## src/rtl/counter_pkg.sv

```systemverilog
`default_nettype none
// ============================================================================
// Module      : counter_pkg
// Description : Shared constants and next-count function for mod_counter.
//               The function works on 32-bit operands so that any counter
//               width from 2 to 32 bits can use it through zero-extension.
// Revision    : 1.0 - initial release
// ============================================================================
package counter_pkg;

    // Default count width used by mod_counter
    localparam int DEFAULT_WIDTH = 4;

    // Values of the UP input for each counting direction
    localparam logic CNT_UP   = 1'b1;
    localparam logic CNT_DOWN = 1'b0;

    // Result of one enabled counting step
    typedef struct packed {
        logic        wrap;   // step crossed the bound and restarted
        logic [31:0] value;  // next count value
    } next_t;

    // Next count for an enabled step. 'cur' and 'max' are zero-extended counter
    // values, so the arithmetic never leaves the counter's own range: the only
    // increment happens below 'max' and the only decrement happens above zero.
    function automatic next_t next_value(
        input logic [31:0] cur,
        input logic [31:0] max,
        input logic        up,
        input logic        sat
    );
        next_t res;
        res.wrap  = 1'b0;
        res.value = cur;
        if (up == CNT_UP) begin
            if (cur >= max) begin
                if (sat) begin
                    res.value = max;
                end else begin
                    res.value = 32'd0;
                    res.wrap  = 1'b1;
                end
            end else begin
                res.value = cur + 32'd1;
            end
        end else begin
            if (cur == 32'd0) begin
                if (sat) begin
                    res.value = 32'd0;
                end else begin
                    res.value = max;
                    res.wrap  = 1'b1;
                end
            end else if (cur > max) begin
                // Out of range after MAX was lowered: snap to the bound, not a wrap
                res.value = max;
            end else begin
                res.value = cur - 32'd1;
            end
        end
        return res;
    endfunction

endpackage : counter_pkg
`default_nettype wire

```

## src/rtl/mod_counter.sv

```systemverilog
`default_nettype none
// ============================================================================
// Module      : mod_counter
// Description : Up/down modulo counter with run-time limit MAX (range 0..MAX),
//               synchronous clear and parallel load, combinational terminal
//               count TC and a registered one-cycle WRAP pulse.
//               Optional build macro MOD_COUNTER_SAT_EN adds input SAT, which
//               makes the counter hold at its bound instead of wrapping.
// Revision    : 1.0 - initial release
// ============================================================================
module mod_counter
    import counter_pkg::*;
#(
    parameter int WIDTH     = DEFAULT_WIDTH,
    parameter int RESET_VAL = 0
) (
    input  logic             CLK,
    input  logic             RST,
`ifdef MOD_COUNTER_SAT_EN
    input  logic             SAT,
`endif
    input  logic             EN,
    input  logic             CLR,
    input  logic             LOAD,
    input  logic [WIDTH-1:0] LOAD_VAL,
    input  logic             UP,
    input  logic [WIDTH-1:0] MAX,
    output logic [WIDTH-1:0] Dout,
    output logic             TC,
    output logic             WRAP
);

    localparam logic [WIDTH-1:0] c_reset_val = WIDTH'(RESET_VAL);

    logic [WIDTH-1:0] r_cnt;
    logic             r_wrap;
    logic             w_sat;
    next_t            w_nv;
    logic [WIDTH-1:0] w_step_val;
    logic [WIDTH-1:0] w_load_val;

`ifdef MOD_COUNTER_SAT_EN
    assign w_sat = SAT;
`else
    assign w_sat = 1'b0;
`endif

    // Next value of an enabled step and clipped load value
    always_comb begin
        w_nv       = next_value(32'(r_cnt), 32'(MAX), UP, w_sat);
        w_step_val = w_nv.value[WIDTH-1:0];
        w_load_val = (LOAD_VAL > MAX) ? MAX : LOAD_VAL;
    end

    // Upper bits of the function result are always zero for narrow counters
    generate
        if (WIDTH < 32) begin : g_pad
            logic w_unused_hi;
            assign w_unused_hi = |w_nv.value[31:WIDTH];
        end
    endgenerate

    // Count and wrap registers, priority RST > CLR > LOAD > EN
    always_ff @(posedge CLK) begin
        if (RST) begin
            r_cnt  <= c_reset_val;
            r_wrap <= 1'b0;
        end else if (CLR) begin
            r_cnt  <= '0;
            r_wrap <= 1'b0;
        end else if (LOAD) begin
            r_cnt  <= w_load_val;
            r_wrap <= 1'b0;
        end else if (EN) begin
            r_cnt  <= w_step_val;
            r_wrap <= w_nv.wrap;
        end else begin
            r_wrap <= 1'b0;
        end
    end

    // Terminal count: enabled and sitting at the bound of the current direction
    always_comb begin
        TC = EN & (((UP == CNT_UP) & (r_cnt >= MAX)) |
                   ((UP == CNT_DOWN) & (r_cnt == '0)));
    end

    assign Dout = r_cnt;
    assign WRAP = r_wrap;

endmodule : mod_counter
`default_nettype wire

```

## config.mk

```make
export PLATFORM = sky130hd
export DESIGN_NAME = mod_counter
export DESIGN_NICKNAME = d
export VERILOG_FILES = /design/src/rtl/counter_pkg.sv /design/src/rtl/mod_counter.sv
export SDC_FILE = /design/constraint.sdc
export NUM_CORES = 1
export LEC_CHECK = 0
export CAP_MARGIN = 20
export CORE_MARGIN = 2
export CORE_UTILIZATION = 52
export DETAILED_ROUTE_END_ITERATION = 8
export PLACE_DENSITY = 0.84
export SLEW_MARGIN = 40
export SYNTH_ARGS = -nofsm -noshare
export SYNTH_HDL_FRONTEND = slang
export SYNTH_SLANG_ARGS = --single-unit
```

## constraint.sdc

```tcl
create_clock -name CLK -period 5.6 [get_ports CLK]
set_clock_uncertainty 0.2 [all_clocks]
set_input_delay 0.56 -clock CLK [delete_from_list [all_inputs] [get_ports CLK]]
set_output_delay 0.56 -clock CLK [all_outputs]
set_load 0.03 [all_outputs]
```

==> results.toml, run 1 <==
[drt]
first_pass_iters = 4
vias_per_cell = 6.48
wl_per_cell_um = 16.3
ant_nets = 0
vias = 875
totalWireLength_um = 2200
drc = 0
drt-initial-drc-count = 43

[cells_and_area]
drive_gt1_frac = 0.143
finish.utilization = 0.696
nets = 144
area_growth_syn_to_layout_pct = 28.6
fin_cells = 135
antennaDiodeCount = 0

[clocking]
clkTransAtPathRegs_ps = 40
cts_buffers = 3
post_cts_resized = 0
clock-sinks = 5
post_cts_buffers = 0
hold_buffers = 0
clk_latency_ps = 250
cts_max_level = 1
cts_tree = "yes"
clockBufferDepth = 2
cts-root-buf = "clkbuf_4"

[yosys]
ys_types = 40
syn_inst = 99
synth.avg_cell_area_um2 = 7.95
syn_nets = 123
yosys_most_used_dff = "dfxtp_1"
synth_warnings = 0
seq_area_frac_synth = 0.127
netlist_area_um2 = 787
postSynth.asyncResetShare = 0
synth-seq-cells = 5
synth-edff-count = 0

[global_routing]
grt_pass1_wl_um = 3680
antenna_found_initial = 0
grt_start_max_net_pins = 15
grt_usage = 0.260
grt_pass1_vias = 861
overflow = 0

[floorplanning]
coreArea_um2 = 1450
num_rows = 14
dieArea_um2 = 1840
die_y_um = 42.9
start_util = 0.541
io_pins = 20
die_x_um = 42.9

[sta]
setup_viol = 0
relSlewSlack = 0.679
finalSetupTns_ps = 0
max_freq_ghz = 0.258
finalCriticalPeriod_ps = 3880
period_share = 0.693
worstMarginPinSlew_ps = 479
slew_viol_final = 0
rsz0062_at_grt = "no"
finalHoldViolations = 0

[place]
place_inst = 131
gp_congestion = 0.873
dp_hpwl_um = 1690
port_buffers = 19

[status]
status = "complete, no violations"

[worst_setup_path]
r2r_start = "Dout[3]"
critical_path_peak_fanout = 4
end_kind = "output port"
startpoint_type = "input port"
cpMostUsedCell = "clkdlybuf4s50_1"
crit_path_max_incr_delay_ps = 700
reg2reg_setup_slack_ps = 3340
required_ps = 4840
cp.arrival_ps = 3120
cp-startpoint = "MAX[3]"
critPathKind = "input port to output port"
slowest_stage = "clkdlybuf4s50_1"
path_cells = "clkdlybuf4s50_1 > inv_1 > ha_1 > nand4_2 > and2_2 > and3_1 > nor3b_1 > clkdlybuf4s50_1"

[power]
swShare = 0.396
fin_total_pwr_mw = 0.175
power.share.combinational = 0.494
p_switching_mw = 0.0690
irDropWorstVdd_uv = 132
p_seq_frac = 0.245
internal-power_mw = 0.105
clock_power_share = 0.262
power_density_nw_per_um2 = 172
p_leak_nw = 0.421

[worst_hold_path]
hold_class = "flop to flop"
hold_path.startpoint = "Dout[0]"

[job]
cap_violations = 0
-- cells in the mapped netlist, types with 2 or more instances --
library cell / instances / area (µm²)
nand2_1: 3 / 11.3
mux2_2: 3 / 33.8
nor2_1: 13 / 48.8
a21oi_1: 2 / 10.0
nor3_1: 5 / 25.0
clkbuf_1: 3 / 11.3
xnor2_1: 3 / 26.3
dfxtp_1: 5 / 100
o31ai_1: 2 / 15.0
nor3b_1: 2 / 15.0
o211ai_1: 2 / 15.0
inv_1: 8 / 30.0
nand4_1: 3 / 18.8
a221oi_2: 2 / 30.0
o21ai_0: 3 / 15.0
ha_1: 10 / 125
o311ai_0: 2 / 17.5
nand3_1: 6 / 30.0
-- flip-flops by register name (all words and copies together) (netlist names) --
register and flops:
Dout 4, WRAP 1
-- metrics by stage --
stage	setup slack [ps]	area, µm²	hold slack (ps)
final	1720	1010	433
after CTS	1720	1010	434
after detailed placement	1720	986	422
after global placement	1830	986	432
after global routing	1610	1010	462
after floorplan	2540	787	494
-- worst max-delay path: cells and delay by family --
family        cells  cell delay [ps]
simple gates      4              870
fa+ha+maj         1              370
buf+inv           3             1310
-- cell families after synthesis --
| kind of cell | Yosys count | synth area share |
|---|---|---|
| buffers and inverters | 11 | 0.0525 |
| AND/OR/NAND/NOR | 41 | 0.296 |
| AO/OA/AOI/OAI | 24 | 0.266 |
| XOR/XNOR | 4 | 0.0445 |
| adder cells (fa/ha/maj) | 10 | 0.159 |
| multiplexers | 4 | 0.0556 |
| flip-flops | 5 | 0.127 |
-- power by group through the flow --
stage	Clock [mW]	Sequential (mW)	Combinational (mW)
floorplan	0	0.0456	0.0534
global placement	0	0.0432	0.0823
detailed placement	0	0.0432	0.0845
CTS	0.0444	0.0426	0.0854
global route	0.0461	0.0430	0.0937
finish	0.0457	0.0427	0.0862
-- layout by cell type (no fill, tap or decap), drive strengths merged, types with 2 or more instances in the layout --
cell,count
a21oi,3
a221oi,3
clkbuf,4
clkdlybuf4s50,19
dfxtp,5
ha,10
inv,8
mux2,3
nand2,3
nand3,6
nand3b,2
nand4,4
nor2,13
nor3,5
nor3b,2
o211ai,3
o21ai,3
o311ai,2
o31ai,2
xnor2,3
-- metal layers --
layer,global-route usage,part of all wire
met1,0.302,0.42
met2,0.470,0.50
met3,0.0383,0.057
met4,0.100,0.020
met5,0,0
-- path summary, 6_finish.rpt --
kind,to,depth (start not counted)
max,TC,8
min,Dout[0],2
max reg2reg,Dout[3],6
min reg2reg,Dout[0],2
-- area by class of cell --
| class | count | area (µm²) |
|---|---|---|
| multi-input combinational | 83 | 646 |
| fill | 119 | 442 |
| timing repair buffer | 19 | 190 |
| sequential | 5 | 100 |
| inverter | 8 | 30.0 |
| clock buffer | 4 | 26.3 |
| tap | 16 | 20.0 |
(Power assumes the default switching activity.)
==> run 2, diff against run 1 <==
CORE_UTILIZATION = 43   (was 52)
PLACE_DENSITY = 0.74   (was 0.84)
clock period = 3.5 ns   (was 5.6 ns; I/O delays follow)
==> run 2 against run 1 <==
Register-to-register slack lost 2100 ps. Die area grew 19%. First-iteration DRC count shrank 60%. Critical endpoint unchanged. Critical path depth is the same. Global-route usage shrank 4.2 points.
==> results.toml, run 2 (synthesized netlist as in run 1, its figures left out) <==
[drt]
vias = 811
vias_per_cell = 5.59
drc = 0
routed.top_layer = "met4"
drt-initial-drc-count = 17
routedLengthMet1_um = 997
ant_nets = 0
totalWireLength_um = 2080
wl_met2_um = 968
wl_per_cell_um = 14.3
dr_wl_met3_um = 91
first_pass_iters = 4

[clocking]
post_cts_buffers = 0
clockBufferDepth = 2
post_cts_resized = 0
clkTransAtPathRegs_ps = 50
cts_tree = "yes"
clock-sinks = 5
hold_buffers = 0
cts-root-buf = "clkbuf_4"
cts_buffers = 3
clk_latency_ps = 250
cts_max_level = 1

[cells_and_area]
area_growth_syn_to_layout_pct = 31.0
most-common-layout-cells = "clkdlybuf4s50_1 (19), nor2_1 (13), ha_1 (10)"
n_fill_cell = 178
largest_reg_flops = 4
layout_commonest_cell = "clkdlybuf4s50_1"
nets = 145
drive_gt1_frac = 0.150
antennaDiodeCount = 0

[worst_setup_path]
startpoint_type = "input port"
required_ps = 2950
cp.arrival_ps = 2790
end_kind = "output port"
critical_path_peak_fanout = 4
critPathKind = "input port to output port"

[floorplanning]
io_pins = 20
dieArea_um2 = 2190
coreArea_um2 = 1730
start_util = 0.456
die_x_um = 46.8
num_rows = 15
die_y_um = 46.8

[power]
power_density_nw_per_um2 = 270
irDropWorstVdd_uv = 173
p_leak_nw = 0.425

[worst_hold_path]
hold_class = "flop to flop"

[sta]
setup_viol = 0
finalSetupTns_ps = 0
finalHoldViolations = 0
rsz0062_at_grt = "no"
worstMarginPinSlew_ps = 485
max_freq_ghz = 0.299
period_share = 0.956
relSlewSlack = 0.676
slew_viol_final = 0
final.setup.worst_slack_ps = 156
finalCriticalPeriod_ps = 3340

[global_routing]
grt_start_max_net_pins = 15
antenna_found_initial = 0
overflow = 0
grt_usage = 0.218
grt_pass1_wl_um = 3400
grt_pass1_vias = 749

[job]
cap_violations = 0

[place]
port_buffers = 19
dp_hpwl_um = 1630
post-place-ws_ps = 168
gp_congestion = 0.883

[status]
status = "complete, no violations"
==> run 2: critical path, stage by stage <==
cell             delay, ps
clkdlybuf4s50_1        510
inv_1                   90
ha_1                   320
nand4_2                160
and2_2                 250
and3_1                 220
nor3b_1                200
clkdlybuf4s50_1        700
==> run 2: where the power goes <==
part	leakage (nW)	switching [mW]	total, mW	internal [mW]
registers	0.0409	0.00750	0.0681	0.0606
logic	0.370	0.0711	0.137	0.0661
clock network	0.0150	0.0291	0.0726	0.0435
total	0.425	0.108	0.278	0.170
==> run 2: cell type report <==
| class | instances | area (µm²) | share of cell area |
|---|---|---|---|
| Tap cell | 25 | 31.3 | 0.0303 |
| Inverter | 8 | 30.0 | 0.0291 |
| Timing Repair Buffer | 20 | 198 | 0.192 |
| Multi-Input combinational cell | 83 | 646 | 0.626 |
| Clock buffer | 4 | 26.3 | 0.0255 |
| Sequential cell | 5 | 100 | 0.0971 |
==> run 2: stage by stage <==
stage	power, mW	instance area (µm²)	cells	utilization	hold WS, ps
floorplan	0.158	787	99	-	314
global placement	0.204	1000	141	0.582	427
detailed placement	0.206	1000	141	0.582	422
CTS	0.278	1030	145	0.597	437
global route	0.296	1030	145	0.597	462
finish	0.278	1030	145	0.597	428
==> run 2: final timing paths <==
path,startpoint,to,slack (ps),cells past startpoint
worst min register to register,Dout[0],Dout[0],430,2
worst max-delay path,MAX[1],TC,160,8
worst max register to register,Dout[3],Dout[2],1200,7
worst min-delay path,Dout[0],Dout[0],430,2
==> run 2: layer usage <==
metal  global-route usage  vias up
met2                0.348       20
li1                     -      418
met5                    0        -
met4               0.0500        0
met3               0.0346        3
met1                0.310      370
==> run 3, diff against run 2 <==
CORE_MARGIN = 4   (was 2)
==> run 3 against run 2 <==
Non-clock buffer count unchanged. Worst setup slack better by 1.5 ps. Clock power down 9.4%. Worst hold slack gained 18 ps. Register-to-register slack worse by 60 ps. Power down 2.6%. Combinational power hardly changed. Via count shrank 0.49%. Maximum frequency about the same. Sequential share of layout area unchanged. Global-route usage is 4.6 points lower. Utilization is the same.
==> results.toml, run 3 (synthesized netlist as in run 1, its figures left out) <==
[power]
irDropWorstVdd_uv = 162
fin_total_pwr_mw = 0.271
p_leak_nw = 0.425
power_density_nw_per_um2 = 263

[clocking]
cts_tree = "yes"
cts_buffers = 3
cts_max_level = 1
post_cts_resized = 0
cts-root-buf = "clkbuf_4"
clock-sinks = 5
clkTransAtPathRegs_ps = 40
clockBufferDepth = 2
hold_buffers = 0
post_cts_buffers = 0
clk_latency_ps = 240

[drt]
drt-initial-drc-count = 23
drc = 0
first_pass_iters = 4
vias_per_cell = 5.57
ant_nets = 0
vias = 807
totalWireLength_um = 2000
wl_per_cell_um = 13.8

[sta]
setup_viol = 0
hold_slack_ps = 446
rsz0062_at_grt = "no"
finalHoldViolations = 0
relSlewSlack = 0.673
finalCriticalPeriod_ps = 3340
max_freq_ghz = 0.299
slew_viol_final = 0
period_share = 0.955
finalSetupTns_ps = 0
worstMarginPinSlew_ps = 489

[global_routing]
grt_start_max_net_pins = 15
grt_usage = 0.172
grt_pass1_vias = 765
antenna_found_initial = 0
grt_pass1_wl_um = 3440
overflow = 0

[place]
dp_hpwl_um = 1610
port_buffers = 19
gp_congestion = 0.927
dpl_cell_area_um2 = 1000

[cells_and_area]
most-common-layout-cells = "clkdlybuf4s50_1 (19), nor2_1 (13), ha_1 (10)"
finish.utilization = 0.597
layout_commonest_cell = "clkdlybuf4s50_1"
nets = 145
area_growth_syn_to_layout_pct = 31.0
largest_reg_flops = 4
fin_area_um2 = 1030
antennaDiodeCount = 0
drive_gt1_frac = 0.150

[job]
cap_violations = 0

[floorplanning]
io_pins = 20
start_util = 0.456
coreArea_um2 = 1730
die_x_um = 50.8
num_rows = 15
dieArea_um2 = 2580
die_y_um = 50.8

[worst_hold_path]
min_path_cells = 2
hold_class = "flop to flop"
hold_path.startpoint = "Dout[0]"
holdPathEnd = "Dout[0]"

[worst_setup_path]
regToRegEndpoint = "Dout[3]"
required_ps = 2950
critical_path_peak_fanout = 4
cp.arrival_ps = 2790
end_kind = "output port"
r2r_start = "Dout[3]"
reg2reg_setup_slack_ps = 1140
startpoint_type = "input port"
critPathKind = "input port to output port"
r2r_cells = 7

[status]
status = "complete, no violations"
run 3: layer usage:
metal,routed length (µm),share of wire,track usage,vias up
met4,34,0.017,0.0942,0
li1,-,-,-,420
met3,119,0.060,0.0326,4
met1,942,0.47,0.219,357
met2,902,0.45,0.270,26
met5,0,0,0,-
run 3: worst max path at each step:
stage                        from  endpoint  slack (ps)  cells after the start
final                      MAX[3]        TC         160                      8
after global placement     MAX[1]        TC         190                      8
after floorplan           Dout[0]        TC         650                      6
after CTS                  MAX[3]        TC         170                      8
after detailed placement   MAX[3]        TC         190                      8
after global routing       MAX[3]        TC          30                      8
run 3: report_power, final:
group	leakage [nW]	switching [mW]	internal [mW]
Clock	0.0150	0.0227	0.0430
Combinational	0.370	0.0707	0.0661
Sequential	0.0409	0.00756	0.0608
run 3: cell type report:
type	count	area [µm²]
Fill cell	162	696
Multi-Input combinational cell	83	646
Timing Repair Buffer	20	198
Sequential cell	5	100
Tap cell	25	31.3
Inverter	8	30.0
Clock buffer	4	26.3
run 3: through the flow:
step | worst slack [ps] | cells
floorplan | 646 | 99
global placement | 189 | 141
detailed placement | 194 | 141
CTS | 169 | 145
global route | 28.5 | 145
finish | 157 | 145
run 3: critical path, cell delays in order:
cell	delay, ps
clkdlybuf4s50_1	530
inv_1	90
ha_1	320
nand4_2	140
and2_2	240
and3_1	220
nor3b_1	200
clkdlybuf4s50_1	700
